===== src/rtl/nos_bar_draw.sv =====
// ============================================================================
// Module  : nos_bar_draw
// Brief   : Nitrous-bar HUD driver. Tracks the nitrous level (boost drain and
//           passive recharge), and renders the bar through rom_nos_bar with a
//           fixed 2-cycle pixel latency. Optional low-level blink is compiled in
//           with the NOS_BAR_BLINK_EN macro.
// Revision: 1.0 - initial release
// ============================================================================
`default_nettype none

module nos_bar_draw #(
    parameter int BAR_W        = 60,
    parameter int BAR_H        = 10,
    parameter int BAR_X        = 560,
    parameter int BAR_Y        = 16,
    parameter int DRAIN_FRAMES = 2,
    parameter int RECHG_FRAMES = 30,
    parameter int LOW_THRESH   = 12
) (
    input  logic        Clk,
    input  logic        Reset_n,
    input  logic        frame_tick,
    input  logic        boost_req,
    input  logic        nos_pickup,
    input  logic [9:0]  DrawX,
    input  logic [9:0]  DrawY,
    output logic [10:0] rom_addr,
    input  logic [23:0] rom_data,
    output logic        boost_active,
    output logic [5:0]  nos_level,
    output logic        nos_low,
    output logic        pixel_on,
    output logic [23:0] nos_rgb
);

    localparam int c_cnt_max = (RECHG_FRAMES > DRAIN_FRAMES) ? RECHG_FRAMES : DRAIN_FRAMES;
    localparam int c_cnt_w   = $clog2(c_cnt_max + 1);

    localparam logic [5:0]           c_full     = 6'(BAR_W);
    localparam logic [5:0]           c_low      = 6'(LOW_THRESH);
    localparam logic [c_cnt_w-1:0]   c_drain_end = c_cnt_w'(DRAIN_FRAMES - 1);
    localparam logic [c_cnt_w-1:0]   c_rechg_end = c_cnt_w'(RECHG_FRAMES - 1);
    localparam logic signed [10:0]   c_bar_x    = 11'(BAR_X);
    localparam logic signed [10:0]   c_bar_y    = 11'(BAR_Y);
    localparam logic signed [10:0]   c_bar_w_s  = 11'(BAR_W);
    localparam logic signed [10:0]   c_bar_h_s  = 11'(BAR_H);
    localparam logic [10:0]          c_bar_w_u  = 11'(BAR_W);
    localparam logic [10:0]          c_img      = 11'(BAR_W * BAR_H);

    typedef enum logic [1:0] {
        S_IDLE  = 2'd0,
        S_BOOST = 2'd1,
        S_EMPTY = 2'd2
    } state_t;

    state_t               r_state, w_state_nxt;
    logic [5:0]           r_level, w_level_nxt;
    logic [c_cnt_w-1:0]   r_cnt, w_cnt_nxt;
    logic                 r_boost_active;

    logic [10:0]          r_rom_addr;
    logic                 r_in_bar_d1;
    logic                 r_pixel_on;
    logic                 w_visible;

    // ------------------------------------------------------------------
    // Level state machine
    // ------------------------------------------------------------------
    always_ff @(posedge Clk) begin
        if (!Reset_n) begin
            r_state        <= S_IDLE;
            r_level        <= c_full;
            r_cnt          <= '0;
            r_boost_active <= 1'b0;
        end else begin
            r_state        <= w_state_nxt;
            r_level        <= w_level_nxt;
            r_cnt          <= w_cnt_nxt;
            r_boost_active <= (r_state == S_BOOST);
        end
    end

    always_comb begin
        w_state_nxt = r_state;
        w_level_nxt = r_level;
        w_cnt_nxt   = r_cnt;
        case (r_state)
            S_IDLE: begin
                if (boost_req && (r_level != 6'd0)) begin
                    w_state_nxt = S_BOOST;
                    w_cnt_nxt   = '0;
                end else if (frame_tick) begin
                    if (r_cnt == c_rechg_end) begin
                        w_cnt_nxt = '0;
                        if (r_level < c_full)
                            w_level_nxt = r_level + 6'd1;
                    end else begin
                        w_cnt_nxt = r_cnt + 1'b1;
                    end
                end
            end
            S_BOOST: begin
                if (!boost_req) begin
                    w_state_nxt = S_IDLE;
                    w_cnt_nxt   = '0;
                end else if (r_level == 6'd0) begin
                    w_state_nxt = S_EMPTY;
                    w_cnt_nxt   = '0;
                end else if (frame_tick) begin
                    if (r_cnt == c_drain_end) begin
                        w_cnt_nxt   = '0;
                        w_level_nxt = r_level - 6'd1;
                    end else begin
                        w_cnt_nxt = r_cnt + 1'b1;
                    end
                end
            end
            S_EMPTY: begin
                w_cnt_nxt = '0;
                if (!boost_req)
                    w_state_nxt = S_IDLE;
            end
            default: begin
                w_state_nxt = S_IDLE;
                w_cnt_nxt   = '0;
            end
        endcase
        // A pickup overrides any drain/recharge and only re-arms boost from EMPTY
        if (nos_pickup) begin
            w_level_nxt = c_full;
            w_cnt_nxt   = '0;
            w_state_nxt = (r_state == S_EMPTY && boost_req) ? S_BOOST : r_state;
        end
    end

    assign boost_active = r_boost_active;
    assign nos_level    = r_level;
    assign nos_low      = (r_level <= c_low);

    // ------------------------------------------------------------------
    // Render pipeline: S0 decode, S1 address register, S2 ROM + pixel flag
    // ------------------------------------------------------------------
    logic signed [10:0] w_rx, w_ry;
    logic               w_in_bar, w_loaded;
    logic [10:0]        w_addr;

    assign w_rx     = $signed({1'b0, DrawX}) - c_bar_x;
    assign w_ry     = $signed({1'b0, DrawY}) - c_bar_y;
    assign w_in_bar = (w_rx >= 11'sd0) && (w_rx < c_bar_w_s) &&
                      (w_ry >= 11'sd0) && (w_ry < c_bar_h_s);
    assign w_loaded = (w_rx < $signed({5'b0, r_level}));
    assign w_addr   = $unsigned(w_ry) * c_bar_w_u + $unsigned(w_rx) +
                      (w_loaded ? c_img : 11'd0);

    always_ff @(posedge Clk) begin
        if (!Reset_n) begin
            r_rom_addr  <= '0;
            r_in_bar_d1 <= 1'b0;
            r_pixel_on  <= 1'b0;
        end else begin
            r_rom_addr  <= w_in_bar ? w_addr : 11'd0;
            r_in_bar_d1 <= w_in_bar;
            r_pixel_on  <= r_in_bar_d1;
        end
    end

`ifdef NOS_BAR_BLINK_EN
    logic       r_blink;
    logic [3:0] r_blink_cnt;

    // Blink phase restarts from visible each time the level leaves the low band
    always_ff @(posedge Clk) begin
        if (!Reset_n) begin
            r_blink     <= 1'b1;
            r_blink_cnt <= '0;
        end else if (!nos_low) begin
            r_blink     <= 1'b1;
            r_blink_cnt <= '0;
        end else if (frame_tick) begin
            r_blink_cnt <= r_blink_cnt + 4'd1;
            if (r_blink_cnt == 4'd15)
                r_blink <= ~r_blink;
        end
    end

    assign w_visible = r_blink;
`else
    assign w_visible = 1'b1;
`endif

    assign rom_addr = r_rom_addr;
    assign pixel_on = r_pixel_on & w_visible;
    assign nos_rgb  = pixel_on ? rom_data : 24'd0;

endmodule

`default_nettype wire


===== config.mk =====
export PLATFORM = sky130hd
export DESIGN_NAME = nos_bar_draw
export DESIGN_NICKNAME = d
export VERILOG_FILES = /design/src/rtl/nos_bar_draw.sv
export SDC_FILE = /design/constraint.sdc
export NUM_CORES = 1
export LEC_CHECK = 0
export CORE_MARGIN = 2
export CORE_UTILIZATION = 47
export DETAILED_ROUTE_END_ITERATION = 12
export PLACE_DENSITY = 0.93
export SLEW_MARGIN = 20
export SYNTH_ARGS = -nofsm -noshare
export SYNTH_HDL_FRONTEND = slang
export SYNTH_SLANG_ARGS = --single-unit

===== constraint.sdc =====
create_clock -name Clk -period 6.4 [get_ports Clk]
set_clock_uncertainty 0.15 [all_clocks]
set_input_delay 1.28 -clock Clk [delete_from_list [all_inputs] [get_ports Clk]]
set_output_delay 1.28 -clock Clk [all_outputs]
set_load 0.01 [all_outputs]

== Yosys cells after proc, flatten, opt, wreduce, memory -nomap -nowiden ==
Cells that the tools add are included.

* Register bits: 27
* Input port bits: 49
* Output and inout port bits: 44
* Logic and storage cells: 81

* $add $sub $neg: 7
* Multipliers: 1
* Order comparisons: 7
* Equal/unequal tests: 18
* Mux-type cells: 26
* Bitwise operators: 1
* Reductions and logical operators: 14

{| class="wikitable"
|+ Operators with widths
! kind !! count
|-
| 6-bit two-way mux || 8
|-
| 5-bit two-way mux || 7
|-
| 24-bit two-way mux || 1
|-
| 11-bit by 1-bit greater-or-equal comparator with 1-bit output, second input constant || 2
|-
| 2-bit inequality test, second input constant || 7
|-
| 2-bit two-way mux || 6
|-
| 6-bit case mux with 2 select lines || 1
|-
| 11-bit by 10-bit adder with 11-bit output || 1
|-
| 11-bit adder || 1
|-
| 11-bit by 5-bit less-than comparator with 1-bit output, second input constant || 1
|-
| 11-bit by 7-bit less-than comparator with 1-bit output || 1
|-
| 11-bit by 7-bit less-than comparator with 1-bit output, second input constant || 1
|-
| 11-bit by 4-bit multiplier with 9-bit output, second input constant || 1
|-
| 10-bit by 10-bit subtractor with 11-bit output, second input constant || 1
|-
| 10-bit by 5-bit subtractor with 11-bit output, second input constant || 1
|-
| 10-bit two-way mux || 1
|-
| 5-bit case mux with 2 select lines || 1
|-
| 3-bit inequality test, second input constant || 3
|-
| 9-bit AND reduction || 1
|-
| 4-bit by 3-bit inequality test with 1-bit output, second input constant || 2
|-
| 6-bit by 1-bit adder with 6-bit output, second input constant || 1
|-
| 6-bit by 4-bit <= comparator with 1-bit output, second input constant || 1
|-
| 6-bit logical NOT || 1
|-
| 6-bit less-than comparator, second input constant || 1
|-
| 16 further kinds || 22
|}

== Longest topological paths before layout ==
* Depth in word-level cells: 6
* Mapped depth: 17
* Mapped depth without buffers: 17

== Worst setup path before layout ==
Ideal clock, no wire load.

* Kind: input port to flip-flop
* Start point: in DrawY[0]
* End point: reg r_rom_addr[10] (netlist: rom_addr[10])
* Setup time: 0.068 ns
* Data arrival time: 4.699 ns
* Required time: 6.182 ns
* Slack: 1.483 ns
* Stages on the path: 15
* Path buffers: 0
* Cell sequence: fa_1 -> fa_1 -> ha_1 -> a21o_1 -> a21oi_1 -> o21bai_1 -> a21oi_1 -> xnor2_1 -> fa_1 -> ha_1 -> nor4_1 -> o21ai_0 -> o21ai_0 -> xnor3_1 -> nor2_1

* Cells in the longest elaborated chain, start to end: 5
* Elaborated cells between the ends (all ways): 9
* Classes of those cells: add/sub: 3; mul: 1; order compare: 2; reduce/logical: 3

{| class="wikitable"
|+ RTL lines
! element !! line !! source
|-
| from (decl) || 26 || <nowiki>input logic [9:0] DrawY,</nowiki>
|-
| 10-bit by 5-bit subtractor with 11-bit output * || 148 || <nowiki>assign w_ry = $signed({1'b0, DrawY}) - c_bar_y;</nowiki>
|-
| parallel branches: the longest is 4 deep, another holds 11-bit by 4-bit multiplier with 9-bit output || n/a ||
|-
| to (signal assigned) || 161 || <nowiki>r_rom_addr <= w_in_bar ? w_addr : 11'd0;</nowiki>
|-
| to (decl) || 61 || <nowiki>logic [10:0] r_rom_addr;</nowiki>
|}

Mark *: on every way between the ends.
A chain may end at the register's enable or synchronous reset.

== Worst setup path after layout ==
* Start point: in DrawY[2]
* End point: reg r_rom_addr[10] (netlist: rom_addr[10])

Same word-level chain as after synthesis.

==> results.md <==
* Placer Congestion at 0.873
* Initial core utilization at 49.3%
* Routed WL per cell at 13.7 um
* Hold Path Origin: r_in_bar_d1
* Commonest non-fill, non-tap cell in the layout: clkdlybuf4s50_1
* Min Clock Period, post-route at 5.38 ns
* Worst reg2reg setup slack at 2.23 ns
* Maximum vdd drop at 0.254 mV
* DIE AREA at 0.00651 mm2
* Max Root-Sink Buffers at 2
* Max Fclk at 0.186 GHz
* Clock root buffer: clkbuf_8
* Power density over the cells at 201 mW/mm2
* Final Hold Fails at 0
* Reg clk slew, reported paths at 0.10 ns
* Layout cells sized above 1 at 2.99%
* Vias in the first global route at 2422
* CTS resizes at 0
* Depth of the CTS H-tree at 1
* Worst Path Buf+Inv at 1
* DIE HEIGHT at 80.7 um
* Cts bufs inserted at 3
* Asr flop ratio synth at 0%
* Initial DRC Count at 149
* Required @ worst endpoint at 6.47 ns
* Post-synth EDFFs at 0
* Hold buffer count at cts at 0
* Static leakage at 1.72 nW
* Setup crit end kind: flip-flop
* Filler cell count at 450
* Sequential area share after synthesis at 19.6%
* CP dominant cell by count: fa_1
* Setup Total Neg Slack at 0 ns
* Measured slew at the worst slew-check pin at 0.715 ns
* Number of detailed-route iterations in the first pass at 4
* # IOs at 93
* # port buffers at 92
* Post-route insts no fill at 474
* Area Growth Syn to Fin at 37.8%
* Worst R2R Path Depth at 17
* Routed vias at 2492
* RSZ-0062 raised after global routing: false
* Placed Cells at 470
* Hpwl dp at 5400 um
* Max-slew headroom at 51.7%
* Crit path to: rom_addr[10]
* CP Cell Sequence: clkdlybuf4s50_1 > fa_1 > fa_1 > ha_1 > a21o_1 > a21oi_1 > o21bai_1 > a21oi_1 > xnor2_1 > fa_1 > ha_1 > nor4_1 > o21ai_0 > o21ai_0 > xnor3_1 > nor2_1
* Pre-CTS setup slack at 0.719 ns
* Inserted Diodes at 0
* Detailed Route WL at 6510 um
* Core area at 0.00561 mm2
* GR Util All Layers at 20.5%
* Die width at 80.7 um
* CTS tree: built
* WS Path Type: input port to flip-flop
* Largest net degree at the start of global routing at 26
* DRC Markers at 0
* Final Max Tran Viols at 0
* Crit path arrival time at 5.45 ns
* Synth unique cells at 43
* Syn avg cell area at 8.91 um2
* Area of the multi-input gates at 0.00206 mm2
* Slowest stage delay, CP at 0.58 ns
* DRT antenna net count at 0
* CP top delay family: adder cells
* Period utilisation layout at 84.1%
* Element type at the critical path start: input port
* Final setup fails at 0
* # Max-Cap Violations at 0
* Syn Std Cell Area at 0.00276 mm2
* Register Area at 541 um2
* Most used DFF post-synth: dfxtp_1
* Via density at 5.26
* Initial antenna violation count at 0
* Sink Count at 27
* Fin nets at 505
* Instance count on the critical path at 16
* Worst skew pair latency at 0.28 ns
* First-pass GRT wire length at 10600 um
* Crit. Startpoint: DrawY[2]
* Syn_nets at 412
* Warnings, synthesis at 0
* Row Count at 27
* Outcome: completed
* Flops & latches, synth at 27
* Hold WC Path Type: flip-flop to flip-flop
* Syn Inst Count at 310
* CP max-delay cell: clkdlybuf4s50_1
* Setup bufs post-CTS at 0
* Commonest non-fill, non-tap cells in the layout: clkdlybuf4s50_1, inv_1, ha_1
* Critical Path Fanout Max at 4
* Reg-to-Reg End: rom_addr[9]
* Grt ovf at 0
* Final WS setup at 1.02 ns
* Reg2reg start: nos_level[1]
[area by class of cell]
| cell class | count | share of cell area [%] |
|---|---|---|
| multi-input cells | 239 | 54.0 |
| flip-flops and latches | 27 | 14.2 |
| clock inverters | 1 | 0.197 |
| inverters | 40 | 3.94 |
| well taps | 72 | 2.37 |
| clock buffers | 3 | 1.08 |
| repair buffers | 92 | 24.2 |
[sequential cells by signal, indices dropped and copies added (netlist names)]
register,count
r_cnt,5
rom_addr,11
nos_level,6
r_in_bar_d1,1
boost_active,1
pixel_on,1
r_state,2
[cell usage after synthesis, drive strengths merged, types with 2 or more instances]
library cell | number | area share [%]
nor3 | 4 | 0.72
inv | 40 | 5.4
a21boi | 3 | 0.82
dfxtp | 27 | 20
nor2 | 17 | 2.3
xnor2 | 24 | 7.6
nand2 | 13 | 1.8
mux2 | 2 | 0.82
and2 | 34 | 7.7
xor2 | 9 | 2.9
clkbuf | 3 | 0.41
o211ai | 4 | 1.1
a21oi | 16 | 2.9
nand3 | 2 | 0.36
o21bai | 5 | 1.4
nor2b | 3 | 0.68
fa | 15 | 11
o21ai | 7 | 1.3
nand2b | 4 | 0.91
a211o | 2 | 0.68
a211oi | 3 | 0.82
a21o | 10 | 2.7
nand4 | 3 | 0.68
and4b | 2 | 0.72
nor3b | 3 | 0.82
ha | 38 | 17
o21a | 3 | 0.82
[routing by layer]
| layer | track usage [%] | routed length (um) | vias up |
|---|---|---|---|
| li1 | - | - | 1224 |
| met3 | 3.71 | 421 | 6 |
| met5 | 0 | 0 | - |
| met4 | 4.92 | 61 | 0 |
| met2 | 39.7 | 3390 | 76 |
| met1 | 22.9 | 2630 | 1186 |
[worst register-to-register path: stages (launching register included)]
cell	delay [ns]
dfxtp_1	0.42
inv_1	0.12
ha_1	0.28
a21o_1	0.16
a21o_1	0.18
a21o_1	0.17
a211o_1	0.29
and2_1	0.19
fa_1	0.51
inv_1	0.04
ha_1	0.22
fa_1	0.41
a21o_1	0.18
a21oi_1	0.26
o21bai_1	0.10
a21oi_1	0.17
xor2_1	0.18
nor2_1	0.05
[worst min-delay path by stage]
stage          endpoint  slack [ns]  cells after the start
6_report       pixel_on        0.30                      1
5_1_grt        pixel_on        0.33                      1
4_1_cts        pixel_on        0.31                      1
3_5_place_dp   pixel_on        0.29                      1
3_3_place_gp   pixel_on        0.26                      1
2_1_floorplan  pixel_on        0.26                      1
[logic make-up (layout without fill, tap and decap cells)]
logic type / Yosys count / in the layout / synth area share, %
AOI/OAI and AO/OA: 59 / 59 / 15.1
buffers and inverters: 44 / 136 / 6.02
muxes: 2 / 2 / 0.815
DFF: 27 / 27 / 19.6
adders and majority gates: 53 / 53 / 28.1
xor gates and xnor gates: 34 / 34 / 11.3
and+or+nand+nor: 91 / 91 / 19.2
[report_power, final]
| part | internal, mW | total, mW | leakage, nW | switching (mW) |
|---|---|---|---|---|
| registers | 0.169 | 0.171 | 0.218 | 0.00203 |
| logic | 0.256 | 0.492 | 1.48 | 0.236 |
| clock network | 0.0443 | 0.102 | 0.0217 | 0.0576 |
[metrics by stage]
stage	total power, mW	utilization, %	area [um2]	hold WS (ns)
floorplan	0.559	-	2760	0.262
global placement	0.648	67.0	3760	0.264
detailed placement	0.665	67.0	3760	0.291
CTS	0.770	67.9	3810	0.313
global route	0.839	67.9	3810	0.328
finish	0.765	67.9	3810	0.301
Note: power is estimated with default switching activity, not from simulation.
